`src/rtl/fp_sqrt_iter.sv`:
```
// Iterative IEEE-754-style square root: one root bit per cycle by restoring recurrence,
// then round-to-nearest-even. Subnormal inputs are treated as zero of the same sign.
module fp_sqrt_iter #(
    parameter int EXP_W = 8,
    parameter int MAN_W = 23
) (
    input  logic                   clk,
    input  logic                   rst_n,
    input  logic                   in_valid,
    output logic                   in_ready,
    input  logic [EXP_W+MAN_W:0]   in_data,
    output logic                   out_valid,
    input  logic                   out_ready,
    output logic [EXP_W+MAN_W:0]   out_data,
    output logic                   out_invalid,
    output logic                   out_inexact
);

    localparam int N     = MAN_W + 2;
    localparam int REM_W = MAN_W + 4;
    localparam int X_W   = 2 * N;
    localparam int CNT_W = $clog2(N);

    localparam logic [CNT_W-1:0] CNT_LAST = CNT_W'(N - 1);
    localparam logic [CNT_W-1:0] CNT_ONE  = {{(CNT_W-1){1'b0}}, 1'b1};
    localparam logic [EXP_W+1:0] BIAS_X   = {3'b000, {(EXP_W-1){1'b1}}};
    localparam logic [EXP_W+MAN_W:0] QNAN = {1'b0, {EXP_W{1'b1}}, 1'b1, {(MAN_W-1){1'b0}}};
    localparam logic [EXP_W+MAN_W:0] PINF = {1'b0, {EXP_W{1'b1}}, {MAN_W{1'b0}}};

    // Handshakes: a transfer happens on a rising edge where valid and ready are both 1;
    // the producer holds valid and data stable until that edge, ready never waits on valid.

    typedef enum logic [1:0] {IDLE, CALC, ROUND, DONE} state_t;

    state_t state, state_nxt;

    logic [X_W-1:0]   x_q;
    logic [REM_W-1:0] rem_q;
    logic [N-1:0]     root_q;
    logic [CNT_W-1:0] cnt_q;
    logic [EXP_W-1:0] res_exp_q;

    // operand decode
    logic             in_sign;
    logic [EXP_W-1:0] in_exp;
    logic [MAN_W-1:0] in_man;
    logic             exp_max, exp_zero, man_zero;
    logic             is_nan, is_special, accept;

    assign in_sign  = in_data[EXP_W+MAN_W];
    assign in_exp   = in_data[MAN_W +: EXP_W];
    assign in_man   = in_data[MAN_W-1:0];
    assign exp_max  = &in_exp;
    assign exp_zero = ~|in_exp;
    assign man_zero = ~|in_man;
    assign is_nan     = exp_max & ~man_zero;
    assign is_special = exp_max | exp_zero | in_sign;
    assign accept     = in_valid & (state == IDLE);

    assign in_ready  = (state == IDLE);
    assign out_valid = (state == DONE);

    logic [EXP_W+MAN_W:0] special_data;
    logic                 special_invalid;

    always_comb begin
        special_data    = PINF;
        special_invalid = 1'b0;
        if (is_nan) begin
            special_data    = QNAN;
            special_invalid = 1'b1;
        end else if (exp_zero) begin
            special_data = {in_sign, {(EXP_W+MAN_W){1'b0}}};
        end else if (in_sign) begin
            special_data    = QNAN;
            special_invalid = 1'b1;
        end
    end

    // Result exponent is floor(e/2)+bias; an odd e moves one power of two into the radicand.
    logic signed [EXP_W+1:0] e_unb, e_half;
    logic [EXP_W+1:0]        e_sum;
    logic [EXP_W-1:0]        exp_calc;
    logic [MAN_W+1:0]        rad;
    logic                    unused_bits;

    assign e_unb       = $signed({2'b00, in_exp} - BIAS_X);
    assign e_half      = e_unb >>> 1;
    assign e_sum       = $unsigned(e_half) + BIAS_X;
    assign exp_calc    = e_sum[EXP_W-1:0];
    assign unused_bits = ^e_sum[EXP_W+1:EXP_W];
    assign rad         = e_unb[0] ? {1'b1, in_man, 1'b0} : {1'b0, 1'b1, in_man};

    // one restoring step: bring down two radicand bits, try subtracting 4*root+1
    logic [REM_W-1:0] rem_sh, trial, rem_nxt;
    logic             take;
    logic [N-1:0]     root_nxt;

    assign rem_sh   = {rem_q[REM_W-3:0], x_q[X_W-1 -: 2]};
    assign trial    = {root_q, 2'b01};
    assign take     = (rem_sh >= trial);
    assign rem_nxt  = take ? (rem_sh - trial) : rem_sh;
    assign root_nxt = {root_q[N-2:0], take};

    // rounding: root_q holds integer bit, MAN_W fraction bits and a guard bit
    logic             guard, lsb, sticky, round_up, carry;
    logic [MAN_W+1:0] mant_sum;
    logic [MAN_W-1:0] res_man;
    logic [EXP_W-1:0] res_exp;

    assign guard    = root_q[0];
    assign lsb      = root_q[1];
    assign sticky   = |rem_q;
    assign round_up = guard & (sticky | lsb);
    assign mant_sum = {1'b0, root_q[N-1:1]} + {{(MAN_W+1){1'b0}}, round_up};
    assign carry    = mant_sum[MAN_W+1];
    assign res_man  = carry ? {MAN_W{1'b0}} : mant_sum[MAN_W-1:0];
    assign res_exp  = res_exp_q + {{(EXP_W-1){1'b0}}, carry};

    always_ff @(posedge clk) begin
        if (!rst_n) state <= IDLE;
        else        state <= state_nxt;
    end

    always_comb begin
        state_nxt = state;
        case (state)
            IDLE:  if (accept) state_nxt = is_special ? DONE : CALC;
            CALC:  if (cnt_q == '0) state_nxt = ROUND;
            ROUND: state_nxt = DONE;
            DONE:  if (out_ready) state_nxt = IDLE;
            default: state_nxt = IDLE;
        endcase
    end

    always_ff @(posedge clk) begin
        if (!rst_n) begin
            x_q         <= '0;
            rem_q       <= '0;
            root_q      <= '0;
            cnt_q       <= '0;
            res_exp_q   <= '0;
            out_data    <= '0;
            out_invalid <= 1'b0;
            out_inexact <= 1'b0;
        end else begin
            case (state)
                IDLE: begin
                    if (accept) begin
                        if (is_special) begin
                            out_data    <= special_data;
                            out_invalid <= special_invalid;
                            out_inexact <= 1'b0;
                        end else begin
                            x_q       <= {rad, {N{1'b0}}};
                            rem_q     <= '0;
                            root_q    <= '0;
                            cnt_q     <= CNT_LAST;
                            res_exp_q <= exp_calc;
                        end
                    end
                end
                CALC: begin
                    x_q    <= {x_q[X_W-3:0], 2'b00};
                    rem_q  <= rem_nxt;
                    root_q <= root_nxt;
                    if (cnt_q != '0) cnt_q <= cnt_q - CNT_ONE;
                end
                ROUND: begin
                    out_data    <= {1'b0, res_exp, res_man};
                    out_invalid <= 1'b0;
                    out_inexact <= guard | sticky;
                end
                default: ;
            endcase
        end
    end

endmodule

```
`config.mk`:
```
export PLATFORM = sky130hd
export DESIGN_NAME = fp_sqrt_iter
export DESIGN_NICKNAME = d
export VERILOG_FILES = /design/src/rtl/fp_sqrt_iter.sv
export SDC_FILE = /design/constraint.sdc
export NUM_CORES = 1
export LEC_CHECK = 0
export CAP_MARGIN = 0
export CORE_ASPECT_RATIO = 0.8
export CORE_MARGIN = 2
export CORE_UTILIZATION = 45
export CTS_BUF_LIST = sky130_fd_sc_hd__clkbuf_4
export CTS_CLUSTER_SIZE = 24
export DETAILED_ROUTE_END_ITERATION = 16
export PLACE_DENSITY = 0.65
export SLEW_MARGIN = 15
export SYNTH_ARGS = -nofsm -noshare
export SYNTH_HDL_FRONTEND = slang
export SYNTH_SLANG_ARGS = --single-unit
export TNS_END_PERCENT = 30
```
`constraint.sdc`:
```
create_clock -name clk -period 7.9 [get_ports clk]
set_input_delay 0.79 -clock clk [delete_from_list [all_inputs] [get_ports clk]]
set_output_delay 0.79 -clock clk [all_outputs]
set_load 0.005 [all_outputs]
```
# Word level (Yosys, flattened, before mapping)

Index checks and enable logic that the tools add are counted.

Reduce and logical (&&, ||, !) cells: 15
Equality and inequality tests: 9
Div/mod/pow operators: 0
Add/subtract/negate cells: 6
$lt $le $gt $ge: 1
Shifts and indexed selects: 0
Bitwise gates (word level): 8
Mux-type cells: 36
Multiply operators: 0

Operators by type and width:

| operator                                         | number |
|---|---|
| two-way mux 32 bit                               | 4 |
| two-way mux 50 bit                               | 2 |
| case mux 50 bit (2 select lines)                 | 1 |
| two-way mux 27 bit                               | 3 |
| two-way mux 25 bit                               | 3 |
| case mux 32 bit (2 select lines)                 | 1 |
| case mux 27 bit (2 select lines)                 | 1 |
| case mux 25 bit (2 select lines)                 | 1 |
| two-way mux 23 bit                               | 2 |
| greater-or-equal comparator 27 bit               | 1 |
| OR reduction 27 bit                              | 1 |
| subtractor 27 bit                                | 1 |
| adder 24 x 1 -> 25 bit                           | 1 |
| OR reduction 23 bit                              | 1 |
| two-way mux 5 bit                                | 3 |
| AND reduction 3 bit                              | 4 |
| case mux 5 bit (2 select lines)                  | 1 |
| subtractor 8 x 7 -> 9 bit, second input constant | 1 |
| adder 8 x 1 -> 8 bit                             | 1 |
| adder 8 bit, second input constant               | 1 |
| two-way mux 2 bit                                | 4 |
| case mux 2 bit (4 select lines)                  | 1 |
| AND reduction 8 bit                              | 1 |
| OR reduction 8 bit                               | 1 |
| 16 further kinds                                 | 34 |

Register bits after elaboration: 151
Logic and storage cells: 84
Latch bits: 0
RAM bits: 0
Bits in read-only memories: 0
Output and inout bits: 36
Input port bits: 36
Memories: 0

# Longest topological paths before layout

Gate-level depths: netlist of run 1.

Depth in word-level cells: 7
Depth in mapped cells: 16
Depth with buffers taken out: 16

# Worst setup path before layout of run 1

Ideal clock, no wire load.

Path kind: input to register
Start point: in in_data[23]
End point: reg rem_q[21]
Path buffers: 3
Required time: 7.825 ns
Slack: 4.447 ns
Stages on the path: 14
Data arrival time: 3.379 ns
Setup time: 0.075 ns
Cell sequence: clkbuf_1 -> clkbuf_1 -> inv_1 -> ha_1 -> nor4b_1 -> nand2_1 -> o2111a_1 -> nand2_1 -> a21oi_1 -> and2_1 -> clkbuf_1 -> nand4b_1 -> and3_1 -> o21ai_0

Cells in the longest elaborated chain, start to end: 6
Elaborated cells between the ends (all ways): 7
Classes of those cells: 1 x eq/ne; 2 x bitwise; 4 x reduce/logical

Ends and longest elaborated chain:

| what                                   | line | source |
|---|---|---|
| start, declared                        | 11   | `input logic [EXP_W+MAN_W:0] in_data,` |
| OR reduction 8 bit                     | 54   | `assign exp_zero = ~\|in_exp;` |
| zero test 1 bit                        | 54   |  |
| OR 1 bit * (2 in series)               | 57   | `assign is_special = exp_max \| exp_zero \| in_sign;` |
| != test 2 bit (no source line) *       | -    |  |
| AND reduction 3 bit (no source line) * | -    |  |
| end signal, assigned                   | 165  | `rem_q <= rem_nxt;` |
| end, declared                          | 38   | `logic [REM_W-1:0] rem_q;` |

Every way passes the cells marked *; elsewhere a longest branch is shown, timed or not.
A chain may end at the register's enable or synchronous reset.

# Worst setup path after layout of run 1

Start point: in in_data[23]
End point: reg rem_q[18]

Same word-level chain as after synthesis.

==> reports/results.txt, run 1 <==
H-tree levels = 4
crit path to = rem_q[18]
internal power = 2.38 mW
Mapped Area = 7490 um^2
DPL Wire Length = 14.2 mm
status = finished, final reports clean
Flop pwr share = 19.2%
Avg WL per Cell = 16.2 um
number of remaining DRC errors = 0
Worst Setup End Kind = flip-flop
vias in the first global route = 6349
core area = 16400 um^2
Clock Path Buffers = 2
r2r endpoint = rem_q[18]
multi-input logic area = 4570 um^2
WL final = 20.2 mm
#FFs+latches synth = 126
pwr dens = 537 nW/um^2
RSZ-0062 raised after global routing = false
ys async rst share = 0%
# rows = 42
drt pass-1 iters = 7
arrival time at the worst endpoint = 4.68 ns
Mapped Cells = 972
# hold bufs at CTS = 0
share of the yosys chip area belonging to registers = 33.7%
most common cell after layout, fill and taps aside = nand2_1
grt ovf = 0
Root Driver = clkbuf_4
R2R depth = 10
Post-Synthesis Net Count = 1047
highest-count cells in the layout ignoring fill and taps = nand2_1, dfxtp_1, o21ai_0
relative slew slack = 23.0%
largest net degree at the start of global routing = 54
setup bufs post-CTS = 0
final setup TNS = 0 ns
# fillers = 1635
routability cong. = 0.854
TritonCTS Buffers = 17
die width = 148 um
Synth Warn # = 0
Sw Share = 48.6%
Critical Path Fanout Max = 29
P&R area growth vs syn = 15.4%
Post-synth EDFFs = 0
Post-DRT Antenna Nets = 0
DR iter-0 viols = 537
Pleak = 3.14 nW
die height = 119 um
Final period util = 53.4%
Port Buf Inserts = 71
vias per cell = 5.61
worst skew pair latency = 0.56 ns
CP required = 8.36 ns
Final nets = 1088
CTS sink count = 126
Reg2Reg Launch Point = root_q[18]
syn avg cell area = 7.70 um^2
io pins = 72
Register Area = 2520 um^2
clk_skew = 0.0228 ns
Starting Density = 45.7%
crit start category = primary input
critical path startpoint = in_data[23]
initial antenna violation count = 1
maximum VDD drop = 0.605 mV
clock-pin slew on the worst setup and hold paths = 0.12 ns
CTS tree = yes
Setup violations, final = 0
Gate power share = 69.7%
Clock power frac = 11.1%
R2R setup slack = 4.25 ns
min cycle time layout = 4.22 ns
ys flop type = dfxtp_1
Psw = 2.26 mW
Final Hold Vio Count = 0
post-synthesis cell type count = 62
vias = 6999
share of cells above drive strength 1 = 6.92%
Resize count post-CTS = 0
Power Total = 4.64 mW
max-cap violation count = 0
fmax = 237 MHz
Total GRT Usage = 23.1%
first-pass GRT wire length = 33.2 mm
Die Footprint = 17700 um^2
Slew Viols, Final = 0
measured slew at the worst slew-check pin = 1.15 ns
worst min path class = reg2reg
WS Path Type = in2reg
-- synthesized netlist by cell type, types with 2 or more instances --
cell,number,area share (%)
clkbuf_1,48,2.4
inv_1,45,2.3
nand4_1,13,1.1
a211oi_1,17,1.7
a32oi_1,4,0.47
o221ai_1,2,0.23
mux2_2,22,3.3
or3_1,4,0.33
a22oi_1,2,0.20
buf_1,4,0.20
nand3_1,53,3.5
a2bb2oi_1,2,0.23
o21ai_0,104,7.0
ha_1,39,6.5
buf_2,2,0.13
dfxtp_1,126,34
mux2i_1,11,1.5
and3_1,15,1.3
nand2b_1,6,0.50
nor4b_1,2,0.23
xnor2_1,45,5.3
nor3_1,20,1.3
o31ai_1,3,0.30
o21a_1,3,0.30
a21o_1,11,1.1
o21bai_1,2,0.20
a31oi_1,6,0.50
nand2_1,129,6.5
nor2_1,49,2.5
nor2b_1,11,0.92
a2111oi_0,2,0.23
buf_6,2,0.30
and4_1,3,0.35
and2_1,6,0.50
a21oi_1,100,6.7
xor2_1,17,2.0
nor4_1,14,1.2
nand4b_1,2,0.23
o21ai_1,2,0.13
o211ai_1,2,0.20
-- stage by stage --
step           cells  hold WS [ns]  setup WS (ns)  instance area, um^2  utilization (%)
6_report        1247         0.455           3.68                 8640             52.7
3_3_place_gp    1214         0.434           3.25                 8310             50.7
2_1_floorplan    972         0.427           4.45                 7490                -
4_1_cts         1246         0.457           3.77                 8640             52.7
5_1_grt         1247         0.480           3.39                 8640             52.7
3_5_place_dp    1214         0.439           3.18                 8310             50.7
-- worst min-delay path by stage --
stage	start	end	slack [ns]	depth (start not counted)
2_1_floorplan	x_q[47]	x_q[49]	0.43	2
3_3_place_gp	x_q[43]	x_q[43]	0.43	2
3_5_place_dp	x_q[36]	x_q[36]	0.44	2
4_1_cts	x_q[36]	x_q[36]	0.46	2
5_1_grt	x_q[35]	x_q[35]	0.48	2
6_report	x_q[27]	x_q[27]	0.45	2
-- sequential cells by signal (all words and copies together) (netlist names) --
| signal | cells |
|---|---|
| res_exp_q | 8 |
| x_q | 25 |
| rem_q | 27 |
| cnt_q | 5 |
| out_inexact | 1 |
| out_invalid | 1 |
| state | 2 |
| root_q | 25 |
| out_data | 32 |
-- power by group through the flow --
stage	Sequential [mW]	Clock, mW	Combinational, mW
6_report	0.890	0.515	3.24
5_1_grt	0.858	0.559	2.59
4_1_cts	0.914	0.529	3.68
3_5_place_dp	0.882	0	2.81
3_3_place_gp	0.877	0	2.52
2_1_floorplan	0.814	0	1.48
-- logic make-up after synthesis --
| kind of cell | share of synthesized area, % |
|---|---|
| AO/OA/AOI/OAI | 21.4 |
| buffers and inverters | 5.45 |
| multiplexers | 4.98 |
| flip-flops | 33.7 |
| AND/OR/NAND/NOR | 20.7 |
| XOR/XNOR | 7.25 |
| adder cells (fa/ha/maj) | 6.52 |
-- area by class of cell --
cell class / instances / share of cell area, %
clock inverters: 14 / 2.20
well taps: 220 / 3.19
diodes: 1 / 0.0290
clock buffers: 18 / 1.56
flip-flops and latches: 126 / 29.2
repair buffers: 79 / 8.92
inverters: 46 / 2.00
multi-input cells: 743 / 52.9
-- layer usage --
metal	track usage, %	share of wire [%]	up-vias
li1	-	-	3525
met2	33.0	41	208
met4	5.36	0.91	0
met1	35.7	52	3251
met3	4.37	5.6	15
met5	0	0	-
-- worst max-delay path, stage by stage --
cell             delay (ns)
clkdlybuf4s50_1        1.23
inv_1                  0.16
ha_1                   0.25
nor4b_1                0.13
nand2_1                0.12
o2111a_1               0.28
nand2_1                0.23
a21oi_1                0.52
and2_1                 0.45
nand2_1                0.25
o21ai_0                0.26
(Power assumes the default switching activity.)
==> run 2, diff against run 1 <==
==> constraint.sdc (replaced) <==
create_clock -name clk -period 3.94 [get_ports clk]
set_input_delay 0.394 -clock clk [delete_from_list [all_inputs] [get_ports clk]]
set_output_delay 0.394 -clock clk [all_outputs]
set_load 0.005 [all_outputs]
==> reports/results.txt, run 2 (synthesis gave the netlist of run 1 again) <==
io pins = 72
WL final = 20.4 mm
Final nets = 1099
r2r endpoint = out_data[30]
largest register by flop count = out_data
Final Hold Vio Count = 0
relative slew slack = 45.4%
pwr dens = 942 nW/um^2
most common cell after layout, fill and taps aside = nand2_1
Total GRT Usage = 23.3%
first-pass GRT wire length = 33.3 mm
Final period util = 89.5%
vias per cell = 5.57
R2R setup slack = 0.41 ns
# hold bufs at CTS = 0
# fillers = 1651
status = finished, final reports clean
Flop pwr share = 21.1%
max-cap violation count = 0
Gate power share = 66.7%
clock-pin slew on the worst setup and hold paths = 0.13 ns
internal power = 4.30 mW
CP required = 4.46 ns
Power Total = 8.21 mW
Slew Viols, Final = 0
Setup violations, final = 0
Min Hold Slack = 0.457 ns
Worst Setup End Kind = flip-flop
Port Buf Inserts = 71
hold path depth = 2
share of cells above drive strength 1 = 8.00%
Critical Path Fanout Max = 5
Root Driver = clkbuf_4
HP Start = x_q[27]
Clock power frac = 12.3%
vias = 7010
final setup TNS = 0 ns
initial antenna violation count = 1
die height = 119 um
Avg WL per Cell = 16.2 um
Resize count post-CTS = 0
vias in the first global route = 6434
largest net degree at the start of global routing = 32
worst skew pair latency = 0.57 ns
arrival time at the worst endpoint = 4.04 ns
core area = 16400 um^2
Final WS setup = 0.415 ns
# rows = 42
Clock Path Buffers = 2
number of flip-flops in the largest register = 32
R2R depth = 16
measured slew at the worst slew-check pin = 0.817 ns
die width = 148 um
hold endpoint = x_q[27]
Pleak = 3.20 nW
P&R area growth vs syn = 16.4%
Post-DRT Antenna Nets = 0
Die Footprint = 17700 um^2
pre-CTS setup slack = 0.474 ns
worst min path class = reg2reg
grt ovf = 0
TritonCTS Buffers = 17
DPL Wire Length = 14.6 mm
CTS tree = yes
fin cells = 1258
min cycle time layout = 3.53 ns
DR iter-0 viols = 543
placed cell count = 1225
fmax = 284 MHz
Sw Share = 47.6%
highest-count cells in the layout ignoring fill and taps = nand2_1, dfxtp_1, o21ai_0
drt pass-1 iters = 7
Starting Density = 45.7%
Reg2Reg Launch Point = root_q[0]
CTS sink count = 126
setup bufs post-CTS = 0
routability cong. = 0.910
crit start category = flip-flop
H-tree levels = 4
clk_skew = 0.0228 ns
number of remaining DRC errors = 0
RSZ-0062 raised after global routing = false
WS Path Type = reg2reg
biggest regs = out_data: 32 flops, rem_q: 27 flops
Psw = 3.91 mW
maximum VDD drop = 0.755 mV
-- run 2: cell count changes in the layout (fill, tap and decap cells not counted), sizes merged --
cell / delta
bufinv: -1
clkinv: -1
inv: +4
clkinvlp: -2
buf: +11
-- run 2: power groups by stage --
stage               sequential, mW  clock, mW  combinational (mW)
finish                        1.73       1.01                5.47
global route                  1.83       1.09                8.03
CTS                           1.69       1.04                4.92
detailed placement            1.73          0                5.14
global placement              1.75          0                5.40
floorplan                     1.63          0                2.97
-- run 2: area by class of cell --
| cell class | count | area (um^2) | area share, % |
|---|---|---|---|
| clock buffers | 18 | 135 | 1.55 |
| multi-input cells | 743 | 4570 | 52.5 |
| diodes | 1 | 2.50 | 0.0287 |
| flip-flops and latches | 126 | 2520 | 28.9 |
| inverters | 46 | 173 | 1.98 |
| well taps | 220 | 275 | 3.16 |
| clock inverters | 14 | 180 | 2.07 |
| repair buffers | 90 | 853 | 9.79 |
-- run 2: worst max-delay path, stage by stage, from the launching register on --
cell and delay (ns):
dfxtp_1 0.37, inv_1 0.11, nor2_1 0.17, ha_1 0.24
nand4_1 0.18, nor2_1 0.47, nand3_1 0.15, nor3_1 0.30
and3_1 0.30, ha_1 0.22, nand3_1 0.12, nor2_1 0.19
nand3_1 0.11, xor2_1 0.15, a211oi_1 0.24, a21oi_1 0.06
nor2b_1 0.10
-- run 2: worst max-delay path by stage --
stage / start / to / slack (ns) / cells past startpoint
finish: root_q[0] / out_data[30] / 0.41 / 16
CTS: root_q[0] / out_data[30] / 0.43 / 16
global route: root_q[0] / out_data[30] / 0.04 / 16
floorplan: in_data[23] / rem_q[21] / 0.88 / 14
detailed placement: root_q[0] / out_data[30] / 0.47 / 16
global placement: root_q[0] / out_data[30] / 0.48 / 16
-- run 2: through the flow --
stage	area, um^2	utilization (%)
2_1_floorplan	7490	-
3_3_place_gp	8400	51.2
3_5_place_dp	8400	51.2
4_1_cts	8710	53.1
5_1_grt	8710	53.1
6_report	8710	53.1
-- run 2: metal layers --
metal / share of wire, % / GRT usage, % / routed length (um)
met5: 0 / 0 / 0
met2: 42 / 33.7 / 8470
met3: 4.5 / 4.06 / 924
met4: 1.2 / 6.01 / 247
met1: 53 / 35.6 / 10700
==> run 3, diff against run 2 <==
--- a/config.mk
+++ b/config.mk
@@ -13,7 +13,6 @@
 export CTS_CLUSTER_SIZE = 24
 export DETAILED_ROUTE_END_ITERATION = 16
 export PLACE_DENSITY = 0.65
-export SLEW_MARGIN = 15
 export SYNTH_ARGS = -nofsm -noshare
 export SYNTH_HDL_FRONTEND = slang
 export SYNTH_SLANG_ARGS = --single-unit
==> results of run 3 <==
Final layout, timing and power as in run 2 (identical DEF).
